--- config.mk ---
export PLATFORM = sky130hd
export DESIGN_NAME = fetch_queue
export DESIGN_NICKNAME = d
export VERILOG_FILES = /design/src/rtl/fetch_queue.sv
export SDC_FILE = /design/constraint.sdc
export NUM_CORES = 1
export LEC_CHECK = 0
export BUFFER_PORTS_ARGS = -buffer_cell sky130_fd_sc_hd__buf_2
export CAP_MARGIN = 30
export CORE_MARGIN = 2
export CORE_UTILIZATION = 55
export CTS_CLUSTER_DIAMETER = 100
export DETAILED_ROUTE_END_ITERATION = 6
export PLACE_DENSITY = 0.75
export SLEW_MARGIN = 5
export SYNTH_ARGS = -nofsm -noshare
export SYNTH_HDL_FRONTEND = slang
export SYNTH_SLANG_ARGS = --single-unit
export TNS_END_PERCENT = 30
--- constraint.sdc ---
create_clock -name clk -period 3.5 [get_ports clk]
set_input_delay 0 -clock clk [delete_from_list [all_inputs] [get_ports clk]]
set_output_delay 0 -clock clk [all_outputs]
set_load 0.02 [all_outputs]
--- src/rtl/fetch_queue.sv ---
// Instruction prefetch queue: owns the fetch PC, issues sequential word fetches and
// buffers returned words with their PCs for the decoder; redirects flush and squash.
module fetch_queue #(
  parameter int          DEPTH    = 4,
  parameter logic [31:0] RESET_PC = 32'h0000_0000
) (
  input  logic        clk,
  input  logic        rst,
  output logic        imem_req,
  output logic [31:0] imem_addr,
  input  logic        imem_gnt,
  input  logic        imem_rvalid,
  input  logic [31:0] imem_rdata,
  output logic        instr_valid,
  output logic [31:0] instr,
  output logic [31:0] instr_pc,
  input  logic        instr_ready,
  input  logic        redirect,
  input  logic [31:0] redirect_pc
);

  localparam int AW = $clog2(DEPTH);
  localparam int CW = AW + 1;
  localparam logic [CW:0] CREDIT_MAX = (CW+1)'(DEPTH);

  logic [31:0]   r_fetchPc;
  logic [31:0]   r_qInstr [DEPTH];
  logic [31:0]   r_qPc    [DEPTH];
  logic [31:0]   r_pcFifo [DEPTH];
  logic [AW-1:0] r_rdPtr;
  logic [AW-1:0] r_wrPtr;
  logic [AW-1:0] r_pfRdPtr;
  logic [AW-1:0] r_pfWrPtr;
  logic [CW-1:0] r_count;
  logic [CW-1:0] r_outstanding;
  logic [CW-1:0] r_drop;

  logic [CW:0]   w_credit;
  logic          w_issue;
  logic          w_ret;
  logic          w_push;
  logic          w_pop;

  // Credit covers both buffered words and words still in flight, so a grant never overflows.
  assign w_credit    = {1'b0, r_count} + {1'b0, r_outstanding};
  assign imem_req    = (w_credit < CREDIT_MAX) && !redirect;
  assign imem_addr   = r_fetchPc;
  assign w_issue     = imem_req && imem_gnt;
  assign w_ret       = imem_rvalid && (r_outstanding != '0);
  assign w_push      = w_ret && (r_drop == '0) && !redirect;
  assign instr_valid = (r_count != '0);
  assign w_pop       = instr_valid && instr_ready && !redirect;
  assign instr       = r_qInstr[r_rdPtr];
  assign instr_pc    = r_qPc[r_rdPtr];

  always_ff @(posedge clk) begin
    if (rst) begin
      r_fetchPc     <= RESET_PC;
      r_count       <= '0;
      r_outstanding <= '0;
      r_drop        <= '0;
      r_rdPtr       <= '0;
      r_wrPtr       <= '0;
      r_pfRdPtr     <= '0;
      r_pfWrPtr     <= '0;
    end else if (redirect) begin
      // Every fetch still in flight after this cycle belongs to the old path.
      r_fetchPc     <= redirect_pc & 32'hFFFF_FFFC;
      r_count       <= '0;
      r_rdPtr       <= '0;
      r_wrPtr       <= '0;
      r_outstanding <= r_outstanding - CW'(w_ret);
      r_drop        <= r_outstanding - CW'(w_ret);
      r_pfRdPtr     <= r_pfWrPtr;
    end else begin
      if (w_issue) begin
        r_fetchPc <= r_fetchPc + 32'd4;
        r_pfWrPtr <= r_pfWrPtr + AW'(1);
      end
      if (w_ret && (r_drop != '0)) begin
        r_drop <= r_drop - CW'(1);
      end
      if (w_push) begin
        r_wrPtr   <= r_wrPtr + AW'(1);
        r_pfRdPtr <= r_pfRdPtr + AW'(1);
      end
      if (w_pop) begin
        r_rdPtr <= r_rdPtr + AW'(1);
      end
      r_outstanding <= r_outstanding + CW'(w_issue) - CW'(w_ret);
      r_count       <= r_count + CW'(w_push) - CW'(w_pop);
    end
  end

  // Dropped responses never reach the pc FIFO, so it only tracks fetches that will be kept.
  always_ff @(posedge clk) begin
    if (w_issue) begin
      r_pcFifo[r_pfWrPtr] <= r_fetchPc;
    end
    if (w_push) begin
      r_qInstr[r_wrPtr] <= imem_rdata;
      r_qPc[r_wrPtr]    <= r_pcFifo[r_pfRdPtr];
    end
  end

endmodule

==> parameters.txt, run 1 <==
Parameter                              Value

Logic synthesis
  Largest family of logic cells by synthesized area ... multiplexers
  Synth Flop Type ... sky130_fd_sc_hd__edfxtp_1
  Xor/xnor cell area share of the yosys netlist ... around 1.8%
  Total of flip-flops plus latches after synthesis ... roughly 420
  Sequential cell area fraction in the yosys report ... 74.9%
  Simple-Gate Fraction of Synth Area ... between 4 and 5%
  Post-synth EDFFs ... approximately 370
  Synthesized-area fraction occupied by adder cells ... around 1.7%
  Number of warnings issued by yosys ... 0
  Cell count after synthesis ... ~830
  Post-synthesis cell area ... 0.0161 sq mm
  Mean Syn Cell Area ... approximately 19 sq um
  Post-synthesis cell type with the largest combined area ... sky130_fd_sc_hd__edfxtp_1
  Compound-Gate Fraction of Synth Area ... roughly 2.2%
  Most instantiated library cell after synthesis ... sky130_fd_sc_hd__edfxtp_1
  Multiplexer fraction of the synthesized cell area ... 13.0%
  Top-area cell type share of the netlist area ... ~69%
  Post-synth top cells ... sky130_fd_sc_hd__edfxtp_1 (368), sky130_fd_sc_hd__mux4_2 (92), sky130_fd_sc_hd__dfxtp_1 (51)
  Unique cell type count in the Yosys netlist ... between 40 and 50
  Leading post-synthesis cells by cell area ... sky130_fd_sc_hd__edfxtp_1 (69%), sky130_fd_sc_hd__mux4_2 (13%), sky130_fd_sc_hd__dfxtp_1 (6.3%), sky130_fd_sc_hd__xnor2_1 (1.5%), sky130_fd_sc_hd__ha_1 (1.5%)
  Proportion of synthesized flip-flops having asynchronous set or reset ... 0%

STA
  Slew Viols, Final ... 0
  Final number of hold-violating endpoints ... 0
  Setup repair after global routing missed its margin ... false
  Fmax ... between 300 and 400 MHz
  Worst hold margin ... between 0.04 and 0.05 ns
  Worst Tran Pin Value ... ~0.86 ns
  Post-layout minimum cycle time ... a little under 3 ns
  Finish-stage setup viols ... 0
  Final clock period utilization by the worst path ... about 84%
  Relative slew slack ... 42.9%
  Final total negative setup slack ... 0 ns
  Largest clock skew in the final design ... 0.00961 ns
  Worst Setup Slack, final ... about 0.58 ns

Clocking
  H-tree depth ... 2
  TritonCTS clock tree ... done
  Clock Sink Count ... 419
  Clk Latency, worst-skew pair ... 0.52 ns
  Clock transition at the registers of the reported paths ... ~0.060 ns
  Clk root buf ... sky130_fd_sc_hd__clkbuf_16
  Number of buffers added for setup after CTS ... 0
  Clock buffers created by TritonCTS ... 42
  CTS Buffer Depth ... 3
  Number of gates given a new drive strength after cts ... 0

Cells and area
  Register cell area after layout ... 0.0121 sq mm
  Area used by multi-input combinational logic ... between 0.003 and 0.004 sq mm
  Diodes inserted ... 0
  Layout overhead on the synthesized area ... 20.7%
  Cell Count, Final, Fillers Out ... between 1,500 and 2,000
  Fill count ... roughly 1,900
  Fin area ... a little under 0.02 sq mm
  Share of post-route cells with drive strength above 1 ... between 30% and 40%
  Post-layout net count ... between 1,000 and 1,500
  Final core utilization ... a little under 70%

Placed design
  Placer Congestion ... between 0.8 and 0.9
  Dpl ws ... approximately 0.7 ns
  Placed cell count ... roughly 1,400
  Count of buffers from port buffering ... roughly 160
  Dpl cell area ... about 0.018 sq mm
  Final HPWL DP ... ~20,000 um

Route
  Number of remaining DRC errors ... 0
  Total vias in the final route ... approximately 8,700
  Detail-routed net length per standard cell ... ~22 um
  Drt total wl ... between 30,000 and 40,000 um
  Count of antenna-violating nets left after detailed routing ... 0
  Total iterations of the first detailed-routing run ... 5
  Detailed router's first-iteration violation count ... 704
  Routed via count divided by cell count ... about 5.7

Global route
  Via count of the first global-routing pass ... a little under 9,000
  Initial antenna violation count ... 0
  Fraction of met2 tracks used by global routing ... 36.7%
  Most used routing layer in global routing ... met2
  Congestion Overflow GR ... 0
  First-pass GRT wire length ... between 50,000 and 60,000 um
  Grt met3 use ... around 4.4%
  Maximum number of pins on one net before global-route repair ... 63
  GRT Util Overall ... between 20 and 25%
  Met1 layer usage reported by global route ... between 20% and 30%

Floorplan
  Number of top-level design ports ... approximately 170
  Height of the die ... between 150 and 200 um
  Placement row count ... 62
  Core Region ... 0.0288 sq mm
  Horizontal extent of the die ... about 180 um
  Starting Density ... a little under three fifths
  Overall die area ... 0.0307 sq mm

Critical path
  Slowest-stage cell, CP ... sky130_fd_sc_hd__or4_1
  Max Fanout on Critical Path ... 11
  Element type at the critical path end ... register
  Worst endpoint data arrival time ... about 3.4 ns
  Stage delay of the slowest cell on the critical path ... about 0.64 ns
  Crit Reg-Reg Startpoint ... imem_addr[9]$_SDFFE_PP0P_
  Type of the setup path with the least slack ... reg -> reg
  Source of the critical timing path ... imem_addr[9]$_SDFFE_PP0P_
  Worst Path Required ... between 3 and 4 ns
  Cells along the critical path ... and4_1 -> nand4_1 -> or4_1 -> a21o_1 -> a21oi_1 -> dlygate4sd3_1
  Critical path startpoint category ... register

Flow run
  Count of maximum capacitance violations ... 0

Pwr
  Total design power ... 11.2 mW
  Largest vdd supply drop ... approximately 0.35 mV
  Areal power density over the cells ... around 570 mW/mm^2
  Leakage dissipation ... around 6.6 nW

Hold path
  Beginning of the worst hold path ... redirect
  Class of the worst hold path ... in -> reg

Outcome
  Run status ... finished, final reports clean
## cells by family after synthesis
| kind of cell | Yosys count |
|---|---|
| AO/OA/AOI/OAI | 54 |
| adder cells (fa/ha/maj) | 21 |
| multiplexers | 94 |
| flip-flops | 419 |
| AND/OR/NAND/NOR | 152 |
| XOR/XNOR | 33 |
| buffers and inverters | 58 |
| other | 1 |
## registers in the layout, indices dropped and copies added, names as in the netlist, named ones only
| name | cells |
|---|---|
| r_count | 3 |
| r_wrPtr | 2 |
| r_pcFifo | 120 |
| imem_addr | 30 |
| r_qPc | 120 |
| r_rdPtr | 2 |
| r_pfRdPtr | 2 |
| r_drop | 3 |
| r_outstanding | 3 |
| r_pfWrPtr | 2 |
| r_qInstr | 128 |
## worst max-delay path: cells and delay by family, from the launching register on
kind	cells	cell delay, ns
AOI/OAI and AO/OA	2	0.35
buffers and inverters	1	0.58
DFF	1	0.55
and+or+nand+nor	3	1.40
## placed cells by master (no fill, tap or decap), drive strengths merged, types with 15 or more instances in the layout
| cell type | instances |
|---|---|
| inv | 21 |
| nor2 | 33 |
| a211oi | 15 |
| clkbuf | 61 |
| ha | 19 |
| buf | 188 |
| edfxtp | 368 |
| mux4 | 92 |
| nand3 | 17 |
| xnor2 | 28 |
| nand2 | 34 |
| dlygate4sd3 | 70 |
| dfxtp | 51 |
## routing by layer
layer	vias up	share of wire, %
li1	3876	-
met2	359	49
met4	0	1.9
met3	55	7.3
met1	4361	41
met5	-	0
## timing repair
action,4_1_cts,5_1_grt
setup endpoints to repair,0,0
hold buffers,70,0
hold endpoints to repair,160,0
## report_power, final
group          switching [mW]  internal, mW  total [mW]
Clock                    1.70          2.32        4.02
Combinational           0.689         0.532        1.22
Sequential              0.172          5.75        5.93
Total                    2.56          8.60        11.2
## area by class of cell
type	instances	area share (%)
Sequential cell	419	62.1
Inverter	19	0.366
Multi-Input combinational cell	358	19.7
Tap cell	384	2.47
Clock inverter	12	0.289
Timing Repair Buffer	258	9.08
Clock buffer	61	6.03
## final timing paths
check | cells after the start | slack, ns | endpoint
max | 6 | 0.58 | imem_addr[28]$_SDFFE_PP0P_
max reg2reg | 6 | 0.58 | imem_addr[28]$_SDFFE_PP0P_
min | 3 | 0.04 | imem_addr[2]$_SDFFE_PP0P_
min reg2reg | 2 | 0.51 | r_pfWrPtr[1]$_SDFFE_PP0P_
Power figures use the tool's default switching activity.
==> inputs of run 2 (changes only) <==
- ABC_AREA: not set -> 1
- CORE_UTILIZATION: 55 -> 53
- PLACE_DENSITY: 0.75 -> 0.76
- clock period: 3.5 -> 2.49 ns (I/O delays scaled with it)
==> run 2 against run 1 <==
The flow now finishes with violations (negative hold slack). Clock power rose by 48%. Power up 43%. Routed wire length up 16%. Flip-flop and latch count unchanged. Combinational power up 39%. Maximum frequency is 25% higher. Worst setup slack got worse by 0.42 ns. Synthesized cell count rose by 74%. Non-clock buffer count down 2. Via count grew 36%. Clock-buffer cell count decreased by 2. Clock skew rose by 0.0041 ns. Critical path type unchanged. Largest cell class unchanged.
==> parameters.txt, run 2 <==
Parameter                              Value

Outcome
  Run status ... complete, but fails checks
  Failing checks ... negative hold slack

Logic synthesis
  Most instantiated library cell after synthesis ... sky130_fd_sc_hd__edfxtp_1
  Cell count after synthesis ... 1,450 (+74%)
  Total of flip-flops plus latches after synthesis ... 419 (unchanged)
  Proportion of synthesized flip-flops having asynchronous set or reset ... 0% (unchanged)
  Mean Syn Cell Area ... 11.8 sq um (-39%)
  Post-synthesis cell area ... 0.0171 sq mm (+5.8%)
  Sequential cell area fraction in the yosys report ... 70.8% (-4.1 points)
  Leading post-synthesis cells by cell area ... sky130_fd_sc_hd__edfxtp_1 (65%), sky130_fd_sc_hd__o21ai_0 (6.2%), sky130_fd_sc_hd__dfxtp_1 (6.0%), sky130_fd_sc_hd__nor2_1 (5.4%), sky130_fd_sc_hd__o22ai_1 (3.4%)
  Post-synth top cells ... sky130_fd_sc_hd__edfxtp_1 (368), sky130_fd_sc_hd__nor2_1 (247), sky130_fd_sc_hd__o21ai_0 (210)
  Synth Flop Type ... sky130_fd_sc_hd__edfxtp_1
  Post-synthesis cell type with the largest combined area ... sky130_fd_sc_hd__edfxtp_1
  Post-synth EDFFs ... 368 (unchanged)
  Number of warnings issued by yosys ... 0 (unchanged)
  Top-area cell type share of the netlist area ... 64.8% (-3.7 points)
  Unique cell type count in the Yosys netlist ... 39 (-17%)

Route
  Number of remaining DRC errors ... 0 (unchanged)
  Drt total wl ... 38,100 um (+16%)
  Total iterations of the first detailed-routing run ... 7 (+2)
  Detail-routed net length per standard cell ... 18.1 um (-17%)
  Count of antenna-violating nets left after detailed routing ... 0 (unchanged)
  Total vias in the final route ... 11,800 (+36%)
  Routed via count divided by cell count ... 5.59 (-2.4%)
  Detailed router's first-iteration violation count ... 968 (+38%)

Cells and area
  Share of post-route cells with drive strength above 1 ... 16.9% (-13 points)
  Cell Count, Final, Fillers Out ... 2,105 (+39%)
  Layout overhead on the synthesized area ... 19.8%
  Max reg flops ... 128 (unchanged)
  Fin area ... 0.0204 sq mm (+4.9%)
  Post-layout net count ... 1,764 (+48%)
  Largest register by flop count ... r_qInstr
  Commonest cells after routing, fill and taps aside ... sky130_fd_sc_hd__edfxtp_1 (368), sky130_fd_sc_hd__nor2_1 (239), sky130_fd_sc_hd__o21ai_0 (210), sky130_fd_sc_hd__buf_2 (161), sky130_fd_sc_hd__nand2_1 (150)
  Most frequent standard cell in the layout excluding fill and tap cells ... sky130_fd_sc_hd__edfxtp_1
  Diodes inserted ... 0 (unchanged)
  Registers with the most flip-flops ... r_qInstr x128, r_pcFifo x120, r_qPc x120

STA
  Slew Viols, Final ... 0 (unchanged)
  Post-layout minimum cycle time ... 2.33 ns (-0.592 ns)
  Worst Setup Slack, final ... 0.157 ns (-0.418 ns)
  Setup repair after global routing missed its margin ... false
  Final clock period utilization by the worst path ... 93.7% (+10 points)
  Final number of hold-violating endpoints ... 1 (+1)
  Finish-stage setup viols ... 0 (unchanged)
  Largest clock skew in the final design ... 0.0138 ns (+0.00415 ns)
  Worst Tran Pin Value ... 0.629 ns (-0.227 ns)
  Worst hold margin ... -0.00549 ns (-0.0495 ns)
  Relative slew slack ... 58.1% (+15 points)
  Fmax ... 429 MHz (+25%)

Critical path
  CP most frequent cell ... sky130_fd_sc_hd__ha_1
  Worst Path Required ... 2.89 ns (-1.07 ns)
  Cells along the critical path ... ha_1 -> nor2_1 -> nand4_1 -> ha_1 -> inv_1 -> ha_1 -> fa_1 -> or2_2 -> nand3_1 -> a21oi_1
  Source of the critical timing path ... r_count[2]$_SDFF_PP0_
  Number of buffer and inverter instances along the worst setup path ... 1 (unchanged)
  Register-to-register setup slack ... 0.16 ns (-0.42 ns)
  Critical path startpoint category ... register
  Worst endpoint data arrival time ... 2.73 ns (-0.66 ns)
  Crit Reg-Reg Startpoint ... r_count[2]$_SDFF_PP0_
  Type of the setup path with the least slack ... reg -> reg
  Crit. path cell count ... 10 (+4)
  Stage delay of the slowest cell on the critical path ... 0.37 ns (-0.27 ns)
  Crit path max-delay family ... adder cells
  Worst-case reg-to-reg path depth ... 10 (+4)
  Slowest-stage cell, CP ... sky130_fd_sc_hd__fa_1
  Element type at the critical path end ... register
  Max Fanout on Critical Path ... 3 (-8)
  End point of the critical path ... r_outstanding[2]$_SDFF_PP0_
  Endpoint of the most critical register-to-register path ... r_outstanding[2]$_SDFF_PP0_

Placed design
  Count of buffers from port buffering ... 161 (unchanged)
  Placer Congestion ... 0.888 (+6.3%)
  Dpl cell area ... 0.0185 sq mm (+5.5%)
  Dpl ws ... 0.131 ns (-0.574 ns)
  Placed cell count ... 1,966 (+44%)
  Final HPWL DP ... 22,600 um (+12%)

Pwr
  Largest vdd supply drop ... 0.425 mV (+23%)
  Leakage dissipation ... 7.47 nW (+14%)
  Areal power density over the cells ... 781 mW/mm^2 (+36%)

Floorplan
  Starting Density ... 53.9% (-2.1 points)
  Horizontal extent of the die ... 183 um (+4.6%)
  Placement row count ... 65 (+4.8%)
  Number of top-level design ports ... 168 (unchanged)
  Core Region ... 0.0316 sq mm (+9.9%)
  Overall die area ... 0.0336 sq mm (+9.5%)
  Height of the die ... 183 um (+4.6%)

Clocking
  Clk root buf ... sky130_fd_sc_hd__clkbuf_16
  Number of buffers added for setup after CTS ... 0 (unchanged)
  Clock transition at the registers of the reported paths ... 0.06 ns (about the same)
  Clk Latency, worst-skew pair ... 0.53 ns (about the same)
  H-tree depth ... 2 (unchanged)
  CTS Buffer Depth ... 3 (unchanged)
  Clock Sink Count ... 419 (unchanged)
  TritonCTS clock tree ... done
  Clock buffers created by TritonCTS ... 42 (unchanged)

Hold path
  Beginning of the worst hold path ... imem_rvalid
  Class of the worst hold path ... in -> reg

Global route
  Maximum number of pins on one net before global-route repair ... 125 (+98%)
  First-pass GRT wire length ... 59,100 um (+17%)
  GRT Util Overall ... 22.5% (+0.62 points)
  Congestion Overflow GR ... 0 (unchanged)
  Initial antenna violation count ... 0 (unchanged)
  Via count of the first global-routing pass ... 11,300 (+29%)

Flow run
  Count of maximum capacitance violations ... 0 (unchanged)
[run 2: cell types whose count changed in the layout (fill, tap and decap cells not counted), sizes merged, moves of 8 or more]
cell and delta:
nor4 -12, o21ai +201, a211oi -15, nand3 +39
mux4 -92, inv +70, o22ai +91, nand2 +123
xnor2 -26, a21oi +22, nand4 -8, nor2 +231
and2 -10, nor3 -8
[run 2: cells by family after synthesis]
family,synth area share [%]
and+or+nand+nor,12.1
adders and majority gates,1.63
buffers and inverters,4.06
AOI/OAI and AO/OA,11.1
DFF,70.8
xor gates and xnor gates,0.308
other,0.0220
[run 2: cell type report]
class                           instances  area (sq um)
Clock inverter                         15           146
Fill cell                            2243         11200
Clock buffer                           59          1140
Sequential cell                       419         12100
Inverter                               91           343
Timing Repair Buffer                  256          1870
Multi-Input combinational cell        863          4350
Tap cell                              402           503
[run 2: worst register-to-register path: cells and delay by family (launching register included)]
family                   cells  cell delay, ns
flip-flops                   1            0.33
AND/OR/NAND/NOR              4            0.65
AO/OA/AOI/OAI                1            0.06
adder cells (fa/ha/maj)      4            1.14
buffers and inverters        1            0.04
[run 2: power by group]
group | internal [mW] | switching, mW
Combinational | 0.569 | 1.12
Clock | 3.48 | 2.47
Sequential | 8.09 | 0.201
Total | 12.1 | 3.79
[run 2: per-stage QoR]
stage | total power, mW | TNS (ns) | util (%)
3_3_place_gp | 9.97 | 0 | 58.4
5_1_grt | 16.6 | 0 | 64.5
6_report | 15.9 | 0 | 64.5
4_1_cts | 16.0 | 0 | 64.5
2_1_floorplan | 9.39 | -168.70 | -
3_5_place_dp | 10.0 | 0 | 58.4
[run 2: how the worst min path moves through the flow]
stage	endpoint	cells past startpoint
final	r_wrPtr[0]$_SDFFE_PP0P_	4
after detailed placement	r_qInstr[2][24]$_DFFE_PP_	1
after global placement	r_qInstr[2][19]$_DFFE_PP_	1
after CTS	r_wrPtr[0]$_SDFFE_PP0P_	4
after global routing	r_wrPtr[0]$_SDFFE_PP0P_	4
after floorplan	r_qInstr[0][0]$_DFFE_PP_	0
[run 2: metal layers]
layer	vias to the layer above	part of all wire, %	global-route usage (%)
li1	5565	-	-
met1	5624	42	29.8
met2	505	48	37.5
met3	67	8.0	4.33
met4	0	2.7	7.74
met5	-	0	0
[run 2: what timing repair did]
item,4_1_cts,5_1_grt
endpoints found under the setup margin,0,2
hold buffers,65,0
resized for setup,0,2
endpoints found under the hold margin,164,0
